===== src/rtl/gfx_cmd_dispatch.sv =====
// rtl/gfx_cmd_dispatch.sv - FWFT command FIFO front-end for the circle engine
module gfx_cmd_dispatch #(
  parameter logic [31:0] FRAME_BASE_RST = 32'h1000_0000,
  parameter logic [7:0]  OP_NOP         = 8'h00,
  parameter logic [7:0]  OP_CIRCLE      = 8'h02,
  parameter logic [7:0]  OP_SET_BASE    = 8'h03
) (
  input  logic        clk,
  input  logic        rst,
  input  logic [31:0] cmd_dout,
  input  logic        cmd_empty,
  output logic        cmd_rd_en,
  input  logic        ce_ready,
  output logic [23:0] ce_color,
  output logic [31:0] ce_arguments,
  output logic        ce_color_valid,
  output logic        ce_arguments_valid,
  output logic        ce_trigger,
  output logic [31:0] frame_base,
  output logic        busy,
  output logic [15:0] circles_issued,
  output logic [7:0]  err_count
);

  localparam logic [2:0] ST_FETCH      = 3'd0;
  localparam logic [2:0] ST_DECODE     = 3'd1;
  localparam logic [2:0] ST_ARG        = 3'd2;
  localparam logic [2:0] ST_WAIT_RDY   = 3'd3;
  localparam logic [2:0] ST_SEND_COLOR = 3'd4;
  localparam logic [2:0] ST_SEND_ARGS  = 3'd5;

  logic [2:0]  state;
  logic [7:0]  opcode_q;
  logic [23:0] color_q;
  logic [31:0] arg_q;

  // Gated by rst so the FIFO is never popped while reset is held.
  assign cmd_rd_en          = rst && !cmd_empty && ((state == ST_FETCH) || (state == ST_ARG));
  assign ce_color_valid     = (state == ST_SEND_COLOR);
  assign ce_arguments_valid = (state == ST_SEND_ARGS);
  assign ce_trigger         = (state == ST_SEND_ARGS);
  assign busy               = (state != ST_FETCH);

  always_ff @(posedge clk) begin
    if (!rst) begin
      state          <= ST_FETCH;
      opcode_q       <= 8'h00;
      color_q        <= 24'h000000;
      arg_q          <= 32'h0000_0000;
      ce_color       <= 24'h000000;
      ce_arguments   <= 32'h0000_0000;
      frame_base     <= FRAME_BASE_RST;
      circles_issued <= 16'h0000;
      err_count      <= 8'h00;
    end else begin
      case (state)
        ST_FETCH: begin
          if (!cmd_empty) begin
            opcode_q <= cmd_dout[31:24];
            color_q  <= cmd_dout[23:0];
            state    <= ST_DECODE;
          end
        end
        ST_DECODE: begin
          if ((opcode_q == OP_CIRCLE) || (opcode_q == OP_SET_BASE)) begin
            state <= ST_ARG;
          end else begin
            if ((opcode_q != OP_NOP) && (err_count != 8'hFF)) begin
              err_count <= err_count + 8'h01;
            end
            state <= ST_FETCH;
          end
        end
        ST_ARG: begin
          if (!cmd_empty) begin
            arg_q <= cmd_dout;
            state <= ST_WAIT_RDY;
          end
        end
        ST_WAIT_RDY: begin
          // Both command kinds wait for an idle engine, so frame_base only moves while it is idle.
          if (ce_ready) begin
            if (opcode_q == OP_SET_BASE) begin
              frame_base <= arg_q;
              state      <= ST_FETCH;
            end else begin
              ce_color     <= color_q;
              ce_arguments <= arg_q;
              state        <= ST_SEND_COLOR;
            end
          end
        end
        ST_SEND_COLOR: begin
          state <= ST_SEND_ARGS;
        end
        ST_SEND_ARGS: begin
          circles_issued <= circles_issued + 16'h0001;
          state          <= ST_FETCH;
        end
        default: begin
          state <= ST_FETCH;
        end
      endcase
    end
  end

endmodule


===== config.mk =====
export PLATFORM = sky130hd
export DESIGN_NAME = gfx_cmd_dispatch
export DESIGN_NICKNAME = d
export VERILOG_FILES = /design/src/rtl/gfx_cmd_dispatch.sv
export SDC_FILE = /design/constraint.sdc
export NUM_CORES = 1
export LEC_CHECK = 0
export CELL_PAD_IN_SITES_DETAIL_PLACEMENT = 0
export CELL_PAD_IN_SITES_GLOBAL_PLACEMENT = 1
export CORE_UTILIZATION = 36
export DETAILED_ROUTE_END_ITERATION = 10
export PLACE_DENSITY = 0.84
export SYNTH_ARGS = -nofsm -noshare
export SYNTH_HDL_FRONTEND = slang
export SYNTH_SLANG_ARGS = --single-unit

===== constraint.sdc =====
create_clock -name clk -period 2 [get_ports clk]
set_clock_uncertainty 0.05 [all_clocks]
set_input_delay 0.6 -clock clk [delete_from_list [all_inputs] [get_ports clk]]
set_output_delay 0.6 -clock clk [all_outputs]
set_load 0.02 [all_outputs]

## Word level (Yosys, flattened, before mapping)

Cells that the tools add are included.

- Bits of input ports: 36
- Logic and storage cells: 46
- Bits in registers: 179
- Output and inout port bits: 117

- Reductions and logical operators: 15
- Bitwise operators: 3
- Equality and inequality tests: 11
- Muxes and demuxes: 6
- Add/subtract/negate cells: 2

Operators with widths:

| cell | number |
|---|---|
| $add A16 B1 Y16 const B | 1 |
| $eq A8 B2 Y1 const B | 2 |
| $pmux W3 S5 | 1 |
| $mux W3 | 4 |
| $reduce_and A3 Y1 | 4 |
| $add A8 B1 Y8 const B | 1 |
| $ne A8 B8 Y1 const B | 1 |
| $reduce_bool A8 Y1 | 1 |
| $eq A3 B2 Y1 const B | 2 |
| $eq A3 B3 Y1 const B | 2 |
| $ne A2 B2 Y1 const B | 3 |
| $reduce_and A2 Y1 | 2 |
| $eq A3 B1 Y1 const B | 1 |
| $logic_and A1 B1 Y1 | 3 |
| $logic_not A3 Y1 | 1 |
| $not A1 Y1 | 3 |
| $reduce_bool A3 Y1 | 1 |
| $logic_or A1 B1 Y1 | 2 |
| $mux W2 | 1 |
| $logic_not A1 Y1 | 1 |

## Logic depth before layout (Yosys ltp)

Gate-level depths: netlist (run 1).

- Depth after elaboration: 4
- Gate-level depth with buffers: 7
- Gate-level depth less buffers: 5

## Least setup slack after synthesis (run 1)

OpenSTA, ideal clock, no wires.

- Path kind: register to output
- Start point: reg state[2]
- End point: out ce_color_valid
- Path slack: 0.228 ns
- Arrival time: 1.122 ns
- Buffers on the path: 1
- Stages on the path, launching flop included: 4
- Data required time: 1.350 ns
- Cells stage by stage: dfxtp_1 buf_2 inv_1 nor3_1

- Cells in the longest elaborated chain, start to end: 1

RTL lines:

| item | RTL line | RTL |
|---|---|---|
| start: declaration | 32 | `logic [2:0] state;` |
| start signal: assignment | 46 | `state <= ST_FETCH;` |
| start signal: assignment | 61 | `state <= ST_DECODE;` |
| start signal: assignment | 66 | `state <= ST_ARG;` |
| $eq A3 B3 Y1 | 39 | `assign ce_color_valid = (state == ST_SEND_COLOR);` |
| end: declaration | 16 | `output logic ce_color_valid,` |

Every way passes these cells.

## Final worst setup path (run 1)

- Start point: reg state[0]
- End point: out busy

- Cells in the longest elaborated chain, start to end: 1

RTL lines:

| item | RTL line | RTL |
|---|---|---|
| $reduce_bool A3 Y1 | 42 | `assign busy = (state != ST_FETCH);` |
| end: declaration | 20 | `output logic busy,` |

Every way passes these cells.

==> flow_summary_export.csv, run 1 <==
group,metric,value,unit
cts,cts_tree,"done",
worst_setup_path,crit_fanout,6,
cts,clk_transition_reported_paths,70,ps
power_and_ir_drop,irDropWorstVdd,0.674,mV
yosys,seq_area_frac_synth,0.543,
die,ios,153,
worst_setup_path,crit_arrival,1290,ps
timing,rsz0062_at_grt,"no",
yosys,synth-simple-area-share,0.248,
timing,holdWs,397,ps
worst_setup_path,slowest_delay,370,ps
worst_setup_path,cpMaxStageDelayCell,"or3_4",
cts,clock_latency,420,ps
grt,first_global_vias,5538,
timing,fin_crit,1940,ps
yosys,syn_nets,865,
yosys,synth_cells,827,
layout,area_growth_syn_to_layout,38.4,%
route,finalWirelength,17.8,mm
run_status,status,"complete, no violations",
grt,overflow,0,
flow_run,maxCapViolCount,0,
route,vias,5936,
layout,final_cell_mix,"nand2_1, dfxtp_1, a21oi_1, dlygate4sd2_1, buf_4",
yosys,synth_area_per_cell,7.98,um^2
cts,cts_num_sinks,179,
die,die_h,137,um
yosys,muxShareOfSynthArea,0.00303,
worst_setup_path,crit_type,"reg -> out",
worst_setup_path,cp-end-kind,"output port",
timing,worst_pin_slew,404,ps
timing,finalSetupViolCount,0,
yosys,synth_xor_area_frac,0.0119,
power_and_ir_drop,finalPower,7480,uW
cts,clockRootBuffer,"clkbuf_16",
route,vias_per_cell,4.85,
die,core-area,18000,um^2
power_and_ir_drop,power.density,819,nW/um^2
yosys,ys_ff_latch,179,
layout,antenna_cells,0,
timing,post-route-period-util,0.971,
place,hpwlAfterDp,12.0,mm
yosys,synth_top_family_by_area,"simple AND/OR/NAND/NOR gates",
route,ant_nets,0,
route,first_iter_violations,251,
route,dr.pass1.iters,7,
layout,drive_above_1_share,0.0965,
place,place_congestion,0.754,
layout,finalNetCount,1021,
yosys,syn_area,6600,um^2
timing,fmax,515,MHz
grt,grt_usage,0.194,
worst_setup_path,critPathLaunchType,"flip-flop",
die,core.rowCount,49,
place,io_buffer_count,152,
die,start_util,0.367,
layout,layout_commonest_cell,"nand2_1",
cts,clk_path_buf_depth,2,
cts,numCtsBuffers,17,
yosys,yosysUniqueCellTypes,43,
timing,finalHoldViolCount,0,
yosys,synth_compound_area_frac,0.145,
route,drc,0,
yosys,synthAdderAreaFrac,0.00379,
cts,htreeDepth,4,
grt,grt_antenna_before_repair,0,
grt,grt_max_degree,42,
die,die_area,18900,um^2
route,wl_per_cell,14.5,um
grt,grt_pass1_wl,28.4,mm
yosys,ys_warn_count,0,
timing,relSlewSlack,0.729,
hold_path,min_path_type,"reg -> reg",
worst_setup_path,worst_ep_required_time,1350,ps
power_and_ir_drop,p_leak,0.00369,uW
timing,finalMaxSlewViolations,0,
worst_setup_path,crit_chain,"or3_4, buf_6",
die,die_x,137,um
-- report_power, final --
part           switching (uW)  internal (uW)
Clock                    1500           1980
Sequential               30.4           3610
Combinational             199            167
Total                    1720           5760
-- synthesized netlist by cell type (all sizes together) --
cell type / n / share of area
nor3: 6 / 0.0053
nand4b: 1 / 0.0013
xnor2: 4 / 0.0053
a2bb2oi: 1 / 0.0013
nand3: 13 / 0.0099
o31ai: 4 / 0.0046
or4: 4 / 0.0046
nand2b: 6 / 0.0057
nand4: 6 / 0.0057
a311o: 1 / 0.0015
mux2i: 2 / 0.0030
nor4: 3 / 0.0057
and4: 2 / 0.0027
and3: 2 / 0.0019
nor2: 14 / 0.0080
inv: 6 / 0.0034
buf: 22 / 0.021
dfxtp: 179 / 0.54
o21bai: 2 / 0.0023
or2: 1 / 0.00095
xor2: 5 / 0.0066
o21ai: 7 / 0.0053
nand3b: 1 / 0.0017
and4b: 2 / 0.0030
o311ai: 1 / 0.0013
clkbuf: 36 / 0.020
o311a: 1 / 0.0015
o41ai: 1 / 0.0013
nor3b: 1 / 0.0011
and2: 2 / 0.0019
nand2: 315 / 0.18
nand4bb: 1 / 0.0017
or3: 7 / 0.0066
o22ai: 1 / 0.00095
a21oi: 163 / 0.12
ha: 2 / 0.0038
nor4bb: 1 / 0.0015
o211ai: 1 / 0.0011
-- what timing repair did --
action,4_1_cts,5_1_grt
setup buffers,0,1
cloned,0,0
resized for setup,138,13
setup endpoints to repair,117,11
hold endpoints to repair,0,0
hold buffers,0,0
pin swaps,0,6
-- area by class of cell --
type / count / area (um^2)
Fill cell: 1790 / 8830
Sequential cell: 179 / 3590
Multi-Input combinational cell: 584 / 2780
Timing Repair Buffer: 195 / 1850
Clock buffer: 17 / 425
Tap cell: 229 / 287
Clock inverter: 14 / 176
Inverter: 6 / 25.0
-- registers in the layout, indices dropped and copies added (netlist names) --
name,count
frame_base,32
color_q,24
ce_color,24
state,3
arg_q,32
err_count,8
ce_arguments,32
opcode_q,8
circles_issued,16
-- worst max-delay path, delay by kind of cell, from the launching register on --
family	cells	cell delay, ps
DFF	1	360
and+or+nand+nor	1	370
buffers and inverters	1	140
-- stage by stage --
step	TNS, ps	instances	worst slack (ps)	area, um^2	util
3_5_place_dp	-21230	1192	-663	8640	0.481
6_report	0	1224	57.5	9130	0.508
3_3_place_gp	-19480	1192	-661	8640	0.481
4_1_cts	-136	1223	-136	9090	0.506
2_1_floorplan	0	827	228	6600	-
5_1_grt	0	1224	7.46	9130	0.508
-- worst paths after layout --
check,from,to,slack (ps),depth (start not counted)
max,state[0]$_SDFFE_PN0P_,busy,60,2
min,frame_base[1]$_SDFFE_PN0P_,frame_base[1]$_SDFFE_PN0P_,400,2
max reg2reg,state[1]$_SDFFE_PN0P_,err_count[5]$_SDFFE_PN0P_,160,5
min reg2reg,frame_base[1]$_SDFFE_PN0P_,frame_base[1]$_SDFFE_PN0P_,400,2
-- logic make-up after synthesis --
family / after synthesis
AND/OR/NAND/NOR: 388
adder cells (fa/ha/maj): 2
flip-flops: 179
XOR/XNOR: 9
buffers and inverters: 64
multiplexers: 2
AO/OA/AOI/OAI: 183
-- routing by layer --
metal	vias to the layer above	global-route usage	routed length (um)
met5	-	0	0
met4	0	0.0470	123
met1	2779	0.253	8310
met3	8	0.0522	794
met2	113	0.318	8520
li1	3036	-	-
Note: power is estimated with default switching activity, not from simulation.
==> run 2: changes to the inputs <==
==> constraint.sdc (replaced) <==
create_clock -name clk -period 2 [get_ports clk]
set_clock_uncertainty 0.05 [all_clocks]
set_input_delay 0.6 -clock clk [delete_from_list [all_inputs] [get_ports clk]]
set_output_delay 0.6 -clock clk [all_outputs]
set_load 0.05 [all_outputs]
==> run 2 against run 1 <==
- the run now ends with setup timing left
- register-to-register slack got worse by 60 ps
- total power shrank 2.3%
- critical endpoint unchanged
- clock-buffer cell count grew 3
- highest routed layer unchanged
- global-route usage down 0.67 points
- worst setup slack lost 61 ps
- clock power shrank 6.0%
- combinational power increased by 7.9%
- critical path type unchanged
- via count up 1.4%
==> flow_summary_export.csv, run 2 (synthesis gave the netlist of run 1 again) <==
group,metric,value,unit
route,dr.pass1.iters,6,
layout,area_growth_syn_to_layout,38.5,%
grt,overflow,0,
layout,finalNetCount,1026,
worst_setup_path,worst_ep_required_time,1350,ps
layout,post-route-util,0.509,
place,placed_cells,1185,
cts,cts_tree,"done",
run_status,violations,"setup timing",
worst_setup_path,crit_chain,"or3_4, buf_12",
timing,finalHoldViolCount,0,
worst_setup_path,crit_arrival,1350,ps
place,hpwlAfterDp,11.8,mm
place,place_ws,-346,ps
layout,largest_registers,"arg_q (32), ce_arguments (32), frame_base (32)",
layout,drive_above_1_share,0.215,
layout,layout_commonest_cell,"nand2_1",
flow_run,maxCapViolCount,0,
timing,worst_pin_slew,382,ps
grt,grt_antenna_before_repair,0,
worst_setup_path,slowest_delay,390,ps
route,top_layer_used,"met4",
timing,finalSetupViolCount,1,
timing,layout_setup_ws,-3.55,ps
route,wl_met3,800,um
route,first_iter_violations,294,
die,core-area,18000,um^2
cts,clk_transition_reported_paths,70,ps
cts,numCtsBuffers,17,
cts,clockRootBuffer,"clkbuf_16",
power_and_ir_drop,power_frac_seq,0.498,
route,finalWirelength,17.7,mm
grt,first_global_vias,5326,
route,drc,0,
power_and_ir_drop,power.density,800,nW/um^2
power_and_ir_drop,p_sw,1710,uW
worst_setup_path,cp-end-kind,"output port",
cts,clock_latency,430,ps
route,ant_nets,0,
layout,antenna_cells,0,
cts,cts_num_sinks,179,
grt,grt_usage,0.188,
timing,relSlewSlack,0.744,
power_and_ir_drop,p_comb_frac,0.054,
grt,grt_pass1_wl,27.3,mm
layout,final_cell_mix,"nand2_1, dfxtp_1, a21oi_1, buf_4, clkdlybuf4s50_1",
place,io_buffer_count,152,
power_and_ir_drop,p_int,5600,uW
timing,fmax,499,MHz
run_status,status,"finished with violations",
timing,post-route-period-util,1.00,
die,ios,153,
worst_setup_path,cpMaxStageDelayCell,"or3_4",
hold_path,min_path_type,"reg -> reg",
power_and_ir_drop,swShare,0.234,
route,vias_per_cell,4.90,
timing,rsz0062_at_grt,"yes",
die,start_util,0.367,
layout,final_area,9140,um^2
layout,final_cells,1230,
layout,fillers,1774,
cts,clk_path_buf_depth,2,
place,post_dp_cell_area,8400,um^2
power_and_ir_drop,irDropWorstVdd,0.592,mV
cts,ctsHoldBuffers,0,
cts,htreeDepth,4,
worst_setup_path,crit_type,"reg -> out",
timing,finalMaxSlewViolations,0,
worst_setup_path,critPathLaunchType,"flip-flop",
die,die_area,18900,um^2
die,die_x,137,um
die,core.rowCount,49,
power_and_ir_drop,p_clk_frac,0.448,
worst_setup_path,crit_fanout,6,
power_and_ir_drop,p_leak,0.00344,uW
place,place_congestion,0.759,
timing,fin_crit,2000,ps
grt,grt_max_degree,58,
route,vias,6022,
route,wl_met2,7.95,mm
route,wl_per_cell,14.4,um
route,wl_met1,8.60,mm
die,die_h,137,um
-- run 2: changes by cell type in the layout (fill, tap and decap cells not counted), sizes merged --
cell / before / now
buf: 48 / 165
dlygate4sd2: 112 / 1
clkbuf: 17 / 21
clkinv: 2 / 6
bufinv: 3 / 1
clkinvlp: 4 / 2
dlymetal6s2s: 2 / 0
inv: 11 / 9
-- run 2: layer usage --
layer | GRT usage | vias up
met5 | 0 | -
met4 | 0.0726 | 0
met3 | 0.0372 | 23
met2 | 0.283 | 143
met1 | 0.262 | 2797
li1 | - | 3059
-- run 2: through the flow --
step	hold slack (ps)	setup TNS [ps]	power (uW)
detailed placement	396	-23310	4100
global route	418	-106	7570
floorplan	382	0	3890
finish	403	-3.55	7310
global placement	390	-22140	4090
CTS	405	-12.9	7370
-- run 2: critical path, delay by kind of cell, from the launching register on --
kind                   cells  cell delay (ps)
flip-flops                 1              380
buffers and inverters      1              160
AND/OR/NAND/NOR            1              390
-- run 2: final timing paths --
check,from,endpoint,slack (ps),depth (start not counted)
hold reg to reg,frame_base[18]$_SDFFE_PN0P_,frame_base[18]$_SDFFE_PN0P_,400,2
hold / removal,frame_base[18]$_SDFFE_PN0P_,frame_base[18]$_SDFFE_PN0P_,400,2
setup / recovery,state[0]$_SDFFE_PN0P_,busy,-4,2
setup reg to reg,state[0]$_SDFFE_PN0P_,arg_q[8]$_SDFFE_PN0P_,100,11
-- run 2: final cells by class --
| cell class | count | area (um^2) | area share |
|---|---|---|---|
| Clock buffer | 20 | 457 | 0.0500 |
| Clock inverter | 12 | 123 | 0.0134 |
| Inverter | 6 | 28.8 | 0.00315 |
| Multi-Input combinational cell | 584 | 2800 | 0.306 |
| Sequential cell | 179 | 3590 | 0.393 |
| Tap cell | 229 | 287 | 0.0314 |
| Timing Repair Buffer | 200 | 1850 | 0.203 |
-- run 2: power groups by stage --
stage | Sequential, uW | Clock [uW] | Combinational [uW]
finish | 3640 | 3270 | 396
global route | 3640 | 3500 | 428
CTS | 3640 | 3350 | 389
detailed placement | 3720 | 0 | 374
global placement | 3720 | 0 | 373
floorplan | 3720 | 0 | 172
-- run 2: timing repair --
action	in CTS	in global routing
endpoints found under the setup margin	5	12
buffers inserted	9	4
pin swaps	4	4
endpoints found under the hold margin	0	0
gates resized for setup	16	6
